==> config.mk <==
export PLATFORM = sky130hd
export DESIGN_NAME = music_box_core_flat
export DESIGN_NICKNAME = d
export VERILOG_FILES = /design/src/rtl/music_box_core_if.sv /design/src/rtl/music_box_core.sv /design/src/flat_wrapper.sv
export SDC_FILE = /design/constraint.sdc
export NUM_CORES = 1
export LEC_CHECK = 0
export ABC_AREA = 1
export ABC_CLOCK_PERIOD_IN_PS = 3700
export BUFFER_PORTS_ARGS = -buffer_cell sky130_fd_sc_hd__clkbuf_2
export CAP_MARGIN = 20
export CELL_PAD_IN_SITES_DETAIL_PLACEMENT = 0
export CELL_PAD_IN_SITES_GLOBAL_PLACEMENT = 2
export CORE_MARGIN = 1.5
export CORE_UTILIZATION = 32
export CTS_CLUSTER_DIAMETER = 50
export CTS_CLUSTER_SIZE = 16
export DETAILED_ROUTE_END_ITERATION = 12
export MAX_ROUTING_LAYER = met4
export PLACE_DENSITY_LB_ADDON = 0.15
export SLEW_MARGIN = 20
export SYNTH_ARGS = -nofsm -noshare
export SYNTH_HDL_FRONTEND = slang
export SYNTH_SLANG_ARGS = --single-unit
==> constraint.sdc <==
create_clock -name clk -period 3.7 [get_ports clk]
set_input_delay 0.74 -clock clk [delete_from_list [all_inputs] [get_ports clk]]
set_output_delay 0.74 -clock clk [all_outputs]
set_load 0.05 [all_outputs]
==> src/rtl/music_box_core_if.sv <==
// Bus between the keypad/PS2 decode logic and the music box core.
// The master drives buttons, note step and keyboard note; the slave returns tone and sequencer state.
interface music_box_core_if;
  logic        song1;
  logic        song2;
  logic        song3;
  logic        song4;
  logic        stop_song;
  logic        note_step;
  logic        music_box;
  logic [19:0] key_note;
  logic        play_enable;
  logic        kclk;
  logic [19:0] note;
  logic [1:0]  duration;
  logic        playing;
  logic        speaker;

  modport master (
    output song1, song2, song3, song4, stop_song, note_step,
    output music_box, key_note, play_enable,
    input  kclk, note, duration, playing, speaker
  );

  modport slave (
    input  song1, song2, song3, song4, stop_song, note_step,
    input  music_box, key_note, play_enable,
    output kclk, note, duration, playing, speaker
  );
endinterface

==> src/rtl/music_box_core.sv <==
// Music box core: PS/2 clock divider, four-song note sequencer and square-wave tone generator.
// Note values are half-periods in 100 MHz clock cycles, so the speaker period is twice the count.
module music_box_core (
  input  logic             clk,
  input  logic             rst,
  music_box_core_if.slave  bus
);

  localparam logic [19:0] C4 = 20'd191109;
  localparam logic [19:0] D4 = 20'd170265;
  localparam logic [19:0] E4 = 20'd151685;
  localparam logic [19:0] F4 = 20'd143172;
  localparam logic [19:0] G4 = 20'd127550;
  localparam logic [19:0] A4 = 20'd113636;
  localparam logic [19:0] B4 = 20'd101238;
  localparam logic [19:0] C5 = 20'd95556;

  typedef enum logic [0:0] {
    IDLE = 1'b0,
    PLAY = 1'b1
  } state_t;

  // Each entry packs {note, duration}; unused slots read as silence.
  function automatic logic [21:0] romEntry(input logic [1:0] song, input logic [3:0] idx);
    logic [21:0] e;
    e = '0;
    case (song)
      2'd0: begin
        case (idx)
          4'd0: e = {C4, 2'd1};
          4'd1: e = {D4, 2'd1};
          4'd2: e = {E4, 2'd1};
          4'd3: e = {F4, 2'd1};
          4'd4: e = {G4, 2'd1};
          4'd5: e = {A4, 2'd1};
          4'd6: e = {B4, 2'd1};
          4'd7: e = {C5, 2'd1};
          default: e = '0;
        endcase
      end
      2'd1: begin
        case (idx)
          4'd0: e = {C5, 2'd1};
          4'd1: e = {B4, 2'd1};
          4'd2: e = {A4, 2'd1};
          4'd3: e = {G4, 2'd1};
          4'd4: e = {F4, 2'd1};
          4'd5: e = {E4, 2'd1};
          4'd6: e = {D4, 2'd1};
          4'd7: e = {C4, 2'd1};
          default: e = '0;
        endcase
      end
      2'd2: begin
        case (idx)
          4'd0: e = {C4, 2'd0};
          4'd1: e = {E4, 2'd0};
          4'd2: e = {G4, 2'd0};
          4'd3: e = {C5, 2'd2};
          4'd4: e = {C4, 2'd0};
          4'd5: e = {E4, 2'd0};
          4'd6: e = {G4, 2'd0};
          4'd7: e = {C5, 2'd2};
          default: e = '0;
        endcase
      end
      default: begin
        case (idx)
          4'd0: e = {A4, 2'd1};
          4'd1: e = {A4, 2'd1};
          4'd2: e = {G4, 2'd1};
          4'd3: e = {E4, 2'd1};
          4'd4: e = {C4, 2'd3};
          default: e = '0;
        endcase
      end
    endcase
    return e;
  endfunction

  function automatic logic [4:0] songLen(input logic [1:0] song);
    return (song == 2'd3) ? 5'd5 : 5'd8;
  endfunction

  state_t      r_state;
  logic [1:0]  r_song;
  logic [3:0]  r_idx;
  logic [19:0] r_note;
  logic [1:0]  r_dur;
  logic        r_playing;
  logic [3:0]  r_btnHist;
  logic        r_kclk;
  logic [19:0] r_cnt;
  logic        r_speaker;

  logic [3:0]  w_btn;
  logic [3:0]  w_press;
  logic [1:0]  w_pressSong;
  logic [3:0]  w_nextIdx;
  logic        w_lastNote;
  logic [21:0] w_pressEntry;
  logic [21:0] w_stepEntry;
  logic [19:0] w_tc;

  assign w_btn        = {bus.song4, bus.song3, bus.song2, bus.song1};
  assign w_press      = w_btn & ~r_btnHist;
  assign w_nextIdx    = r_idx + 4'd1;
  assign w_lastNote   = (({1'b0, r_idx} + 5'd1) == songLen(r_song));
  assign w_pressEntry = romEntry(w_pressSong, 4'd0);
  assign w_stepEntry  = romEntry(r_song, w_nextIdx);

  // Lowest-numbered button wins when several are pressed together.
  always_comb begin
    w_pressSong = 2'd0;
    if (w_press[0])      w_pressSong = 2'd0;
    else if (w_press[1]) w_pressSong = 2'd1;
    else if (w_press[2]) w_pressSong = 2'd2;
    else if (w_press[3]) w_pressSong = 2'd3;
  end

  always_ff @(posedge clk) begin
    if (rst) begin
      r_kclk <= 1'b0;
    end else begin
      r_kclk <= ~r_kclk;
    end
  end

  // Outputs are loaded from the ROM on the same edge that changes state, so they never lag a cycle.
  always_ff @(posedge clk) begin
    if (rst) begin
      r_state   <= IDLE;
      r_song    <= 2'd0;
      r_idx     <= 4'd0;
      r_note    <= 20'd0;
      r_dur     <= 2'd0;
      r_playing <= 1'b0;
      r_btnHist <= 4'd0;
    end else begin
      r_btnHist <= w_btn;
      if (bus.stop_song) begin
        r_state   <= IDLE;
        r_idx     <= 4'd0;
        r_note    <= 20'd0;
        r_dur     <= 2'd0;
        r_playing <= 1'b0;
      end else if (|w_press) begin
        r_state   <= PLAY;
        r_song    <= w_pressSong;
        r_idx     <= 4'd0;
        r_note    <= w_pressEntry[21:2];
        r_dur     <= w_pressEntry[1:0];
        r_playing <= 1'b1;
      end else if (r_state == PLAY && bus.note_step) begin
        if (w_lastNote) begin
          r_state   <= IDLE;
          r_idx     <= 4'd0;
          r_note    <= 20'd0;
          r_dur     <= 2'd0;
          r_playing <= 1'b0;
        end else begin
          r_idx     <= w_nextIdx;
          r_note    <= w_stepEntry[21:2];
          r_dur     <= w_stepEntry[1:0];
        end
      end
    end
  end

  assign w_tc = bus.play_enable ? (bus.music_box ? r_note : bus.key_note) : 20'd0;

  // The >= compare lets a shortened count take effect at once instead of wrapping the counter.
  always_ff @(posedge clk) begin
    if (rst) begin
      r_cnt     <= 20'd0;
      r_speaker <= 1'b0;
    end else if (w_tc == 20'd0) begin
      r_cnt     <= 20'd0;
      r_speaker <= 1'b0;
    end else if (r_cnt >= (w_tc - 20'd1)) begin
      r_cnt     <= 20'd0;
      r_speaker <= ~r_speaker;
    end else begin
      r_cnt     <= r_cnt + 20'd1;
    end
  end

  assign bus.kclk     = r_kclk;
  assign bus.note     = r_note;
  assign bus.duration = r_dur;
  assign bus.playing  = r_playing;
  assign bus.speaker  = r_speaker;

endmodule

==> src/flat_wrapper.sv <==
// flat-port wrapper written by rule: the top's interface ports become plain ports
module music_box_core_flat 
  (clk, rst, bus_song1, bus_song2, bus_song3, bus_song4, bus_stop_song, bus_note_step, bus_music_box, bus_key_note, bus_play_enable, bus_kclk, bus_note, bus_duration, bus_playing, bus_speaker);
  music_box_core_if bus_i ();
  input  logic clk;
  input  logic rst;
  input wire logic [$bits(bus_i.song1)-1:0] bus_song1;
  input wire logic [$bits(bus_i.song2)-1:0] bus_song2;
  input wire logic [$bits(bus_i.song3)-1:0] bus_song3;
  input wire logic [$bits(bus_i.song4)-1:0] bus_song4;
  input wire logic [$bits(bus_i.stop_song)-1:0] bus_stop_song;
  input wire logic [$bits(bus_i.note_step)-1:0] bus_note_step;
  input wire logic [$bits(bus_i.music_box)-1:0] bus_music_box;
  input wire logic [$bits(bus_i.key_note)-1:0] bus_key_note;
  input wire logic [$bits(bus_i.play_enable)-1:0] bus_play_enable;
  output wire logic [$bits(bus_i.kclk)-1:0] bus_kclk;
  output wire logic [$bits(bus_i.note)-1:0] bus_note;
  output wire logic [$bits(bus_i.duration)-1:0] bus_duration;
  output wire logic [$bits(bus_i.playing)-1:0] bus_playing;
  output wire logic [$bits(bus_i.speaker)-1:0] bus_speaker;
  assign bus_i.song1 = bus_song1;
  assign bus_i.song2 = bus_song2;
  assign bus_i.song3 = bus_song3;
  assign bus_i.song4 = bus_song4;
  assign bus_i.stop_song = bus_stop_song;
  assign bus_i.note_step = bus_note_step;
  assign bus_i.music_box = bus_music_box;
  assign bus_i.key_note = bus_key_note;
  assign bus_i.play_enable = bus_play_enable;
  assign bus_kclk = bus_i.kclk;
  assign bus_note = bus_i.note;
  assign bus_duration = bus_i.duration;
  assign bus_playing = bus_i.playing;
  assign bus_speaker = bus_i.speaker;
  music_box_core u_core (.clk(clk), .rst(rst), .bus(bus_i));
endmodule
==> metrics <==
final count of hold timing violations 0; pwr dens 287 nW/um^2; initial antenna violation count 0; clk_skew 0.0104 ns; Avg Cell Area, Syn 6.19 um^2; Crit-path slowest cell nor3_1; DR vias 4692; GR met2 Demand/Resource 0.349; multi-input logic area 3110 um^2; Final setup viols 0; Die Y 125 um; Core Rows 44; CTS Buffer Depth 2; Async SR Flop Fraction 0; Max Cap Viol 0; Horiz. Die Dim 125 um; post-DP HPWL 12.2 mm; crit path capture type register; Max VDD drop 178 uV; Post-Synthesis Cells 774; Synth warnings 0; RSZ-0062 raised after global routing false; CP peak stage delay 0.32 ns; Seq/Total Area, Yosys 0.221; DRC 0; Max Clk Rate 312 MHz; ratio of cells with drive above 1 in the final layout 0.191; final period utilization 0.867; Worst path most repeated cell nand2_1; # resized after CTS 0; worst endpoint required time 3.89 ns; register bit total from synthesis 53; busiest grt layer met2; Avg WL per Cell 14.7 um; global route overflow 0; Final Max Slew Viols 0; Area after DPL 5210 um^2; count of flip-flops with a built-in enable after synthesis 0; Worst-Margin Slew 0.851 ns; GRT Util Overall 0.202; fin crit period 3.21 ns; CTS tree built; H-Tree Depth 2; number of port buffers 52; Fill cells 1651; Via-to-Cell Ratio 4.67; # diodes 0; total wire length 14.8 mm; leakage power figure 2.69 nW; Initial Util 0.329; CP Launch Type input pin; status finished clean; Slew HR 0.430; GP Congestion 0.907; CP cell instances clkbuf_2, buf_4, or2_2, nand3_2, nand2_1, nor3_1, nand2_1, nand2_1, nand2_1, ha_1, nand2_1, nor2_1, nand2_1, nor2_1, nand2_1, nand3_1, nor2_1, nand3_2, buf_12, nor2_2; Detailed Route Iter0 Violations 246; Storage cell area 1060 um^2; Worst Path Arrival 3.40 ns; Worst-path clk slew 0.08 ns; CTS buffer count 5; clock latency on the worst-skew pair 0.31 ns; flop-to-flop setup slack 0.74 ns; # IOs 55; Die ar. 15700 um^2; cts hold-fix bufs 0; Worst Hold Class reg2reg; crit path max fanout 20; M3 GR Usage 0.0278; Most used DFF post-synth dfxtp_1; First-pass DRT Iterations 4; Yosys cell types 35; routing usage on met1 0.238; root buffer cell clkbuf_16; Layout area overhead 11.8%; Post-Route Setup TNS 0 ns; Final Cell Area 5360 um^2; Clock Sinks 53; post-route antenna net violation count 0; Crit Path Class in2reg; setup bufs post-CTS 0; number of global-route vias before repair 4686; Core ar. 14600 um^2; nets 880; first-pass GRT wire length 24.4 mm; largest net degree at the start of global routing 21; Post-Syn Area 4790 um^2
-- routing by layer --
layer | up-vias | wire length, um
met4 | 0 | 510
li1 | 2493 | -
met3 | 25 | 435
met5 | - | 0
met1 | 2084 | 6590
met2 | 90 | 7250
-- report_power, final --
part / leakage, nW / total, mW / internal, mW / switching [mW]
Combinational: 2.19 / 0.433 / 0.135 / 0.298
Clock: 0.0680 / 0.492 / 0.256 / 0.236
Sequential: 0.432 / 0.611 / 0.590 / 0.0212
-- critical path, delay by kind of cell --
kind | cells | cell delay (ns)
and+or+nand+nor | 16 | 1.83
buffers and inverters | 3 | 0.51
adders and majority gates | 1 | 0.29
-- kinds of logic after synthesis --
group | after synthesis | share of synthesized area
other cells | 1 | 0.000782
fa+ha+maj | 30 | 0.0783
simple gates | 428 | 0.420
compound gates | 82 | 0.0914
xor+xnor | 32 | 0.0585
buf+inv | 148 | 0.130
flops | 53 | 0.221
-- registers in the layout (all words and copies together), names as in the netlist --
name	cells
u_core.r_idx	4
u_core.r_btnHist	4
u_core.r_song	2
u_core.r_cnt	20
u_core.r_state	1
u_core.bus.speaker	1
u_core.bus.duration	2
u_core.bus.note	18
u_core.bus.kclk	1
-- final timing paths --
kind | start | end | cells past startpoint
worst max-delay path | bus_music_box | u_core.r_cnt[9] | 20
worst min-delay path | u_core.bus.kclk | u_core.bus.kclk | 1
worst max register to register | u_core.r_idx[0] | u_core.bus.note[13] | 12
worst min register to register | u_core.bus.kclk | u_core.bus.kclk | 1
-- synth_stat cells (all sizes together) (3+ instances only) --
library cell    n  area share
clkbuf          5      0.0044
nand4           8       0.010
nand3          72       0.095
a21oi          43       0.046
or2             7      0.0091
a211oi          3      0.0047
buf            16       0.026
inv           126       0.099
o21ai          32       0.035
nor2          104        0.10
xnor2          13       0.024
xor2           19       0.035
dfxtp          53        0.22
nand3b          6      0.0094
nand2         224        0.18
nor3            6      0.0063
ha             30       0.078
-- cell type report --
type                       count  share of cell area
sequential                    53               0.198
tap                          184              0.0430
clock inverter                 3             0.00490
timing repair buffer          59              0.0607
multi-input combinational    574               0.581
inverter                     127              0.0892
clock buffer                   5              0.0233
-- per-stage QoR --
stage          setup slack, ns  instances  power (mW)  hold slack, ns  utilization
3_5_place_dp             0.158        997        1.06           0.397        0.357
6_report                 0.494       1005        1.54           0.411        0.367
3_3_place_gp             0.163        997        1.06           0.396        0.357
2_1_floorplan            0.672        775       0.951           0.439            -
4_1_cts                  0.478       1005        1.57           0.413        0.367
5_1_grt                  0.157       1005        1.64           0.442        0.367
-- cell usage in the layout (no fill, tap or decap), types with 2 or more instances in the layout --
cell	synthesis	routed
nand3_2	19	19
inv_1	115	115
o21ai_2	2	2
nand2_2	17	17
nand2_1	207	207
xor2_1	19	19
a211oi_1	3	3
or2_2	4	4
inv_2	11	11
buf_4	7	6
nand3_1	53	53
nand3b_1	6	6
conb_1	1	2
clkinvlp_4	0	2
a21oi_1	42	42
nor2_1	69	69
ha_1	30	30
nor2_2	31	31
clkbuf_2	2	52
xnor2_1	13	13
dfxtp_1	53	53
or2_1	3	3
nor2_4	4	4
nor3_1	6	6
clkbuf_16	0	5
o21ai_0	30	30
nand4_1	8	8
No activity file was read; power rests on OpenSTA's default activity.
